File: src/rtl/rr_slice_arbiter_pkg.sv
// rr_slice_arbiter_pkg: shared state encoding and width helper for the round-robin arbiter family.
package rr_slice_arbiter_pkg;

    typedef enum logic {
        ST_IDLE  = 1'b0,
        ST_GRANT = 1'b1
    } state_t;

    function automatic int clog2(input int v);
        int r;
        for (r = 0; (1 << r) < v; r++) begin
        end
        return r;
    endfunction

endpackage

File: src/rtl/rr_slice_arbiter_if.sv
// rr_slice_arbiter_if: request/slice/grant bundle between requesters and the arbiter.
interface rr_slice_arbiter_if #(
    parameter int N       = 4,
    parameter int SLICE_W = 4
);
    import rr_slice_arbiter_pkg::*;

    localparam int IDW = clog2(N);

    logic [N-1:0]       req;
    logic [SLICE_W-1:0] slice_len;
    logic [N-1:0]       gnt;
    logic [IDW-1:0]     gnt_id;
    logic               gnt_valid;
    logic               slice_last;

    modport master (
        output req, slice_len,
        input  gnt, gnt_id, gnt_valid, slice_last
    );

    modport slave (
        input  req, slice_len,
        output gnt, gnt_id, gnt_valid, slice_last
    );

endinterface

File: src/rtl/rr_slice_arbiter_pick.sv
// rr_pick: combinational rotating-priority search, first set req bit at or after ptr, wrapping.
module rr_pick
    import rr_slice_arbiter_pkg::*;
#(
    parameter int N   = 4,
    parameter int IDW = clog2(N)
) (
    input  logic [N-1:0]   req,
    input  logic [IDW-1:0] ptr,
    output logic           found,
    output logic [IDW-1:0] idx
);

    logic [N-1:0]   below_ptr;
    logic [2*N-1:0] dbl;

    // Lower copy keeps only bits at/after ptr; upper copy supplies the wrapped-around bits.
    assign below_ptr = ({{(N-1){1'b0}}, 1'b1} << ptr) - {{(N-1){1'b0}}, 1'b1};
    assign dbl       = {req, req & ~below_ptr};

    always_comb begin
        found = 1'b0;
        idx   = '0;
        for (int i = 2*N-1; i >= 0; i--) begin
            if (dbl[i]) begin
                found = 1'b1;
                idx   = IDW'(i % N);
            end
        end
    end

endmodule

File: src/rtl/rr_slice_arbiter.sv
// rr_slice_arbiter: N-way round-robin arbiter granting fixed time slices with early release.
module rr_slice_arbiter
    import rr_slice_arbiter_pkg::*;
#(
    parameter int N       = 4,
    parameter int SLICE_W = 4
) (
    input logic            clk,
    input logic            rst,
    rr_slice_arbiter_if.slave bus
);

    localparam int IDW = clog2(N);

    state_t             state, state_n;
    logic [IDW-1:0]     owner, owner_n, last_owner, last_n, ptr, idx;
    logic [SLICE_W-1:0] cnt, cnt_n, start_cnt;
    logic               found, hold, valid;

    assign ptr       = (last_owner == IDW'(N-1)) ? '0 : last_owner + 1'b1;
    assign start_cnt = (bus.slice_len == '0) ? '0 : bus.slice_len - 1'b1;
    assign hold      = (state == ST_GRANT) && bus.req[owner] && (cnt != '0);

    // Release or expiry both search from owner+1; an unmasked req lets a sole owner re-win.
    rr_pick #(.N(N), .IDW(IDW)) pick (
        .req   (bus.req),
        .ptr   (ptr),
        .found (found),
        .idx   (idx)
    );

    always_comb begin
        state_n = state;
        owner_n = owner;
        last_n  = last_owner;
        cnt_n   = cnt;
        if (hold) begin
            cnt_n = cnt - 1'b1;
        end else if (found) begin
            state_n = ST_GRANT;
            owner_n = idx;
            last_n  = idx;
            cnt_n   = start_cnt;
        end else begin
            state_n = ST_IDLE;
            owner_n = '0;
            cnt_n   = '0;
        end
    end

    always_ff @(posedge clk) begin
        if (rst) begin
            state      <= ST_IDLE;
            owner      <= '0;
            last_owner <= IDW'(N-1);
            cnt        <= '0;
        end else begin
            state      <= state_n;
            owner      <= owner_n;
            last_owner <= last_n;
            cnt        <= cnt_n;
        end
    end

    assign valid          = (state == ST_GRANT);
    assign bus.gnt_valid  = valid;
    assign bus.gnt        = valid ? ({{(N-1){1'b0}}, 1'b1} << owner) : '0;
    assign bus.gnt_id     = valid ? owner : '0;
    assign bus.slice_last = valid && (cnt == '0);

endmodule

File: src/flat_wrapper.sv
// flat-port wrapper written by rule: the top's interface ports become plain ports
module rr_slice_arbiter_flat import rr_slice_arbiter_pkg::*;
#(
    parameter int N       = 4,
    parameter int SLICE_W = 4
)
  (clk, rst, bus_req, bus_slice_len, bus_gnt, bus_gnt_id, bus_gnt_valid, bus_slice_last);
  rr_slice_arbiter_if #(.N(N), .SLICE_W(SLICE_W)) bus_i ();
  input logic clk;
  input logic rst;
  input wire logic [$bits(bus_i.req)-1:0] bus_req;
  input wire logic [$bits(bus_i.slice_len)-1:0] bus_slice_len;
  output wire logic [$bits(bus_i.gnt)-1:0] bus_gnt;
  output wire logic [$bits(bus_i.gnt_id)-1:0] bus_gnt_id;
  output wire logic [$bits(bus_i.gnt_valid)-1:0] bus_gnt_valid;
  output wire logic [$bits(bus_i.slice_last)-1:0] bus_slice_last;
  assign bus_i.req = bus_req;
  assign bus_i.slice_len = bus_slice_len;
  assign bus_gnt = bus_i.gnt;
  assign bus_gnt_id = bus_i.gnt_id;
  assign bus_gnt_valid = bus_i.gnt_valid;
  assign bus_slice_last = bus_i.slice_last;
  rr_slice_arbiter #(.N(N), .SLICE_W(SLICE_W)) u_core (.clk(clk), .rst(rst), .bus(bus_i));
endmodule
File: config.mk
export PLATFORM = sky130hd
export DESIGN_NAME = rr_slice_arbiter_flat
export DESIGN_NICKNAME = d
export VERILOG_FILES = /design/src/rtl/rr_slice_arbiter_pkg.sv /design/src/rtl/rr_slice_arbiter_if.sv /design/src/rtl/rr_slice_arbiter_pick.sv /design/src/rtl/rr_slice_arbiter.sv /design/src/flat_wrapper.sv
export SDC_FILE = /design/constraint.sdc
export NUM_CORES = 1
export LEC_CHECK = 0
export ABC_CLOCK_PERIOD_IN_PS = 4200
export CORE_ASPECT_RATIO = 0.75
export CORE_MARGIN = 5
export CORE_UTILIZATION = 36
export DETAILED_ROUTE_END_ITERATION = 16
export DONT_BUFFER_PORTS = 1
export GPL_ROUTABILITY_DRIVEN = 0
export PLACE_DENSITY = 0.53
export RECOVER_POWER = 25
export SLEW_MARGIN = 25
export SYNTH_ARGS = -nofsm -noshare
export SYNTH_HDL_FRONTEND = slang
export SYNTH_SLANG_ARGS = --single-unit
export TNS_END_PERCENT = 100
File: constraint.sdc
create_clock -name clk -period 4.2 [get_ports clk]
set_input_delay 0.42 -clock clk [delete_from_list [all_inputs] [get_ports clk]]
set_output_delay 0.42 -clock clk [all_outputs]
set_load 0.02 [all_outputs]
# Yosys cells after proc, flatten, opt, wreduce, memory -nomap -nowiden
# Index checks and enable logic that the tools add are counted.
totals:
  regBits: 9
  latch_bits: 0
  mem_bits_rw: 0
  rom_bits: 0
  out_inout_bits: 8
  n_memories: 0
op_classes:
  addsub: 4
  n_mul: 0
  div_mod_pow: 0
  n_lt_le_gt_ge: 1
  eq_ne: 1
  shift: 2
  mux: 26
  bitwise: 3
  reduce_logical: 7
op_table:
  columns: ["cell", "count"]
  rows:
  - ["two-way mux 2 bit", 11]
  - ["two-way mux 4 bit", 4]
  - ["subtractor 4 x 1 -> 4 bit (second input constant)", 3]
  - ["two-way mux 1 bit", 10]
  - ["logical NOT 4 bit", 2]
  - ["left shift 1 x 2 -> 4 bit (first input constant)", 2]
  - ["bitwise AND 4 bit", 1]
  - ["inverter 4 bit", 1]
  - ["nonzero test 4 bit", 1]
  - ["logical AND 1 bit", 3]
  - ["less-than comparator 2 x 3 -> 1 bit (second input constant)", 1]
  - ["adder 2 x 1 -> 2 bit (second input constant)", 1]
  - ["binary-select mux 1 bit (select 2 bit)", 1]
  - ["equality test 2 bit (second input constant)", 1]
  - ["AND reduction 2 bit", 1]
  - ["inverter 1 bit", 1]

# Logic depth before layout (Yosys ltp)
depth:
  word_depth: 12
  mapped_depth: 7
  mapped_depth_nobuf: 6

# Cells and area by module
# A second synthesis with hierarchy kept.
hier_totals:
  hier_cells: 76
  hier_area_um2: 650.6
modules_own_cells:
  columns: ["module", "instances", "cells_each", "area_each_um2", "seq_area_each_um2"]
  rows:
  - ["rr_slice_arbiter", 1, 64, 575.6, 180.2]
  - ["rr_pick", 1, 12, 75.1, 0.0]

# Worst setup path after synthesis
# OpenSTA, ideal clock, no wires.
synth_timing:
  path_kind: "register to output"
  startpoint: "reg u_core.state (netlist: u_core.bus.gnt_valid)"
  endpoint: "out bus_gnt[2]"
  arrival_ns: 1.103
  slack_ns: 2.677
  stages_incl_launch_ff: 3
  path_buffers: 0
  path_cell_list: "dfxtp_1 and2_1 and2b_1"
synth_via:
  elab_chain_len: 1
synth_rtl:
  columns: ["item", "line_no", "text"]
  rows:
  - ["start: declaration", "rr_slice_arbiter.sv:15", "state_t state, state_n;"]
  - ["start signal: assignment", "rr_slice_arbiter.sv:58", "state <= state_n;"]
  - ["two-way mux 4 bit", "rr_slice_arbiter.sv:67", "assign bus.gnt = valid ? ({{(N-1){1'b0}}, 1'b1} << owner) : '0;"]
  - ["end: declaration", "flat_wrapper.sv:13", "output wire logic [$bits(bus_i.gnt)-1:0] bus_gnt;"]
# Every way passes these cells.

# Worst setup path in the final report
# Same ends and word-level chain as after synthesis.

==> run metrics <==
status=completed; Initial Util=39.0%; Syn-to-layout area delta=3.41%; Sequential Area=180 um^2; cell chosen for the clock root=clkbuf_4; Worst-path clk slew=0.06 ns; yosys warns=0; # setup viols final=0; Max-Slew Margin vs Limit=36.8%; ys async rst share=0%; DRT iter0 DRCs=23; CTS tree=built; clk_lat worst skew=0.26 ns; WL per Instance=13.8 um; Global Route Usage Sum=10.9%; RSZ-0062 raised after global routing=no; input/output buffers=0; Post-CTS Setup Bufs=0; Chip Width=60.8 um; final core occ=40.3%; Clock Sinks=9; Slowest-stage cell, CP=dfxtp_1; CTS max path bufs=2; final hold viol count=0; first-pass GRT wire length=2.28 mm; IO Count=18; share of the synthesized area in the top cell type=25.9%; post-synth top area cell=dfxtp_1; layout cells sized above 1=12.3%; aggregate global routing overflow=0; EDFF count, synth=0; total CTS buffers=3; Crit. End Element=primary output; Power Internal=0.000188 W; register share of total power=40.8%; Power Density=407 mW/mm^2; # resized after CTS=0; Syn Std Cell Area=697 um^2; Final nets=97; Core Region=0.00179 mm^2; top area cells in the synthesized netlist=dfxtp_1 (26%), ha_1 (9.0%), mux2i_1 (5.7%); Period minus WS final=1.94 ns; worst endpoint data arrival time=1.52 ns; max-cap viol count=0; Synth top cells by count=dfxtp_1 (9), inv_1 (7), ha_1 (5), nor2_1 (5); leakage dissipation=0.312 nW; Final ANT Viol Nets=0; Diodes inserted=0; row count=13; max incr delay on CP=0.61 ns; sequential fraction of the synthesis area=25.9%; achievable frequency=514 MHz; Combinational Power Share=36.2%; most common cell in the netlist=dfxtp_1; vias in the first global route=492; Psw=0.000106 W; Fin Setup TNS=0 ns; largest net degree at the start of global routing=12; worst-path cell chain=and2_1 > and2b_1; Max Slew Vio Count=0; die area=0.00293 mm^2; final period utilization=46.3%; Crit path buffers/inverters=0; VDD IR max=0.183 mV; Synth Instances=80; H-Tree Depth=1; worst slew pin tran=0.939 ns; Netlist cell types=35; FILL cells=190; antenna violations before repair=0; Mapped Avg Cell Area=8.71 um^2; drt via density=5.52; worst-path maximum fanout=11; Min-Delay Path Class=in -> reg; die height=48.1 um; via count=569; residual DRC count=0; routed wire length=1.43 mm; DR pass1 iterations=4; Post-Syn Nets=95; Detail Placement HPWL=1.14 mm; Cells after DPL=99; CP delay by family, top=simple AND/OR/NAND/NOR gates; Req. time, crit path=3.78 ns; element type at the critical path start=flip-flop; clock skew=0.00433 ns; Switching Share=36.1%; critical path type=reg -> out; CTS Hold Bufs=0; Clk network pwr share=23.0%; most common flop cell mapped by yosys=dfxtp_1; Seq cells post-synth=9; post-route insts no fill=103; area of the multi-input gates=460 um^2
cells in the final DEF (no fill, tap or decap), types with 2 or more instances in the layout:
cell type,n
nor3_1,3
nand2_1,3
mux2_2,3
ha_1,5
nor4_1,3
and3_1,2
nor2b_1,4
mux2i_1,4
nor3b_1,3
o21ai_0,3
clkbuf_4,3
nand3_1,2
dfxtp_1,9
and2_1,4
nor2_1,5
inv_1,7
o211ai_1,2
worst reg2reg max path, stage by stage (launching register included):
cell and delay (ns):
dfxtp_1 0.35, inv_1 0.06, ha_1 0.21, nor3b_1 0.16, a21oi_1 0.29, nand3_1 0.24, a221o_1 0.38
per-layer routing:
layer	up-vias	share of wire (%)	track usage, %
met4	0	0	1.30
met5	-	0	0
met3	0	6.8	5.82
met2	10	43	16.6
met1	272	50	14.0
li1	287	-	-
final cells by class:
type | count | area share [%]
Clock buffer | 4 | 3.65
Tap cell | 22 | 3.82
Sequential cell | 9 | 25.0
Multi-Input combinational cell | 61 | 63.9
Inverter | 7 | 3.65
sequential cells by signal (all words and copies together), names as in the netlist:
name	flops
u_core.bus.gnt_valid	1
u_core.cnt	4
u_core.last_owner	2
u_core.owner	2
final timing paths:
kind / cells after the start / slack, ns / start / to
worst min register to register: 1 / 0.53 / u_core.last_owner[0]$_SDFFE_PP1P_ / u_core.last_owner[0]$_SDFFE_PP1P_
worst max register to register: 6 / 2.41 / u_core.cnt[0]$_SDFF_PP0_ / u_core.last_owner[0]$_SDFFE_PP1P_
worst max-delay path: 2 / 2.26 / u_core.bus.gnt_valid$_SDFFE_PP0N_ / bus_gnt[2]
worst min-delay path: 1 / 0.24 / rst / u_core.bus.gnt_valid$_SDFFE_PP0N_
power groups by stage:
stage / Combinational [W] / Clock, W / Sequential (W)
4_1_cts: 0.000109 / 0.0000682 / 0.000120
2_1_floorplan: 0.000104 / 0 / 0.000113
3_3_place_gp: 0.000108 / 0 / 0.000122
5_1_grt: 0.000121 / 0.0000725 / 0.000122
3_5_place_dp: 0.000109 / 0 / 0.000122
6_report: 0.000106 / 0.0000674 / 0.000120
kinds of logic after synthesis:
| logic type | synth area share, % |
|---|---|
| AOI/OAI and AO/OA | 16.2 |
| xor gates and xnor gates | 2.51 |
| adders and majority gates | 8.98 |
| buffers and inverters | 6.64 |
| DFF | 25.9 |
| muxes | 10.6 |
| and+or+nand+nor | 29.3 |
metrics by stage:
step	power (W)	setup WS, ns	cell area (um^2)	hold slack [ns]
floorplan	0.000217	2.68	697	0.487
global placement	0.000230	2.56	704	0.511
detailed placement	0.000230	2.53	704	0.509
CTS	0.000297	2.24	731	0.236
global route	0.000315	2.19	721	0.239
finish	0.000294	2.26	721	0.239
No activity file was read; power rests on OpenSTA's default activity.
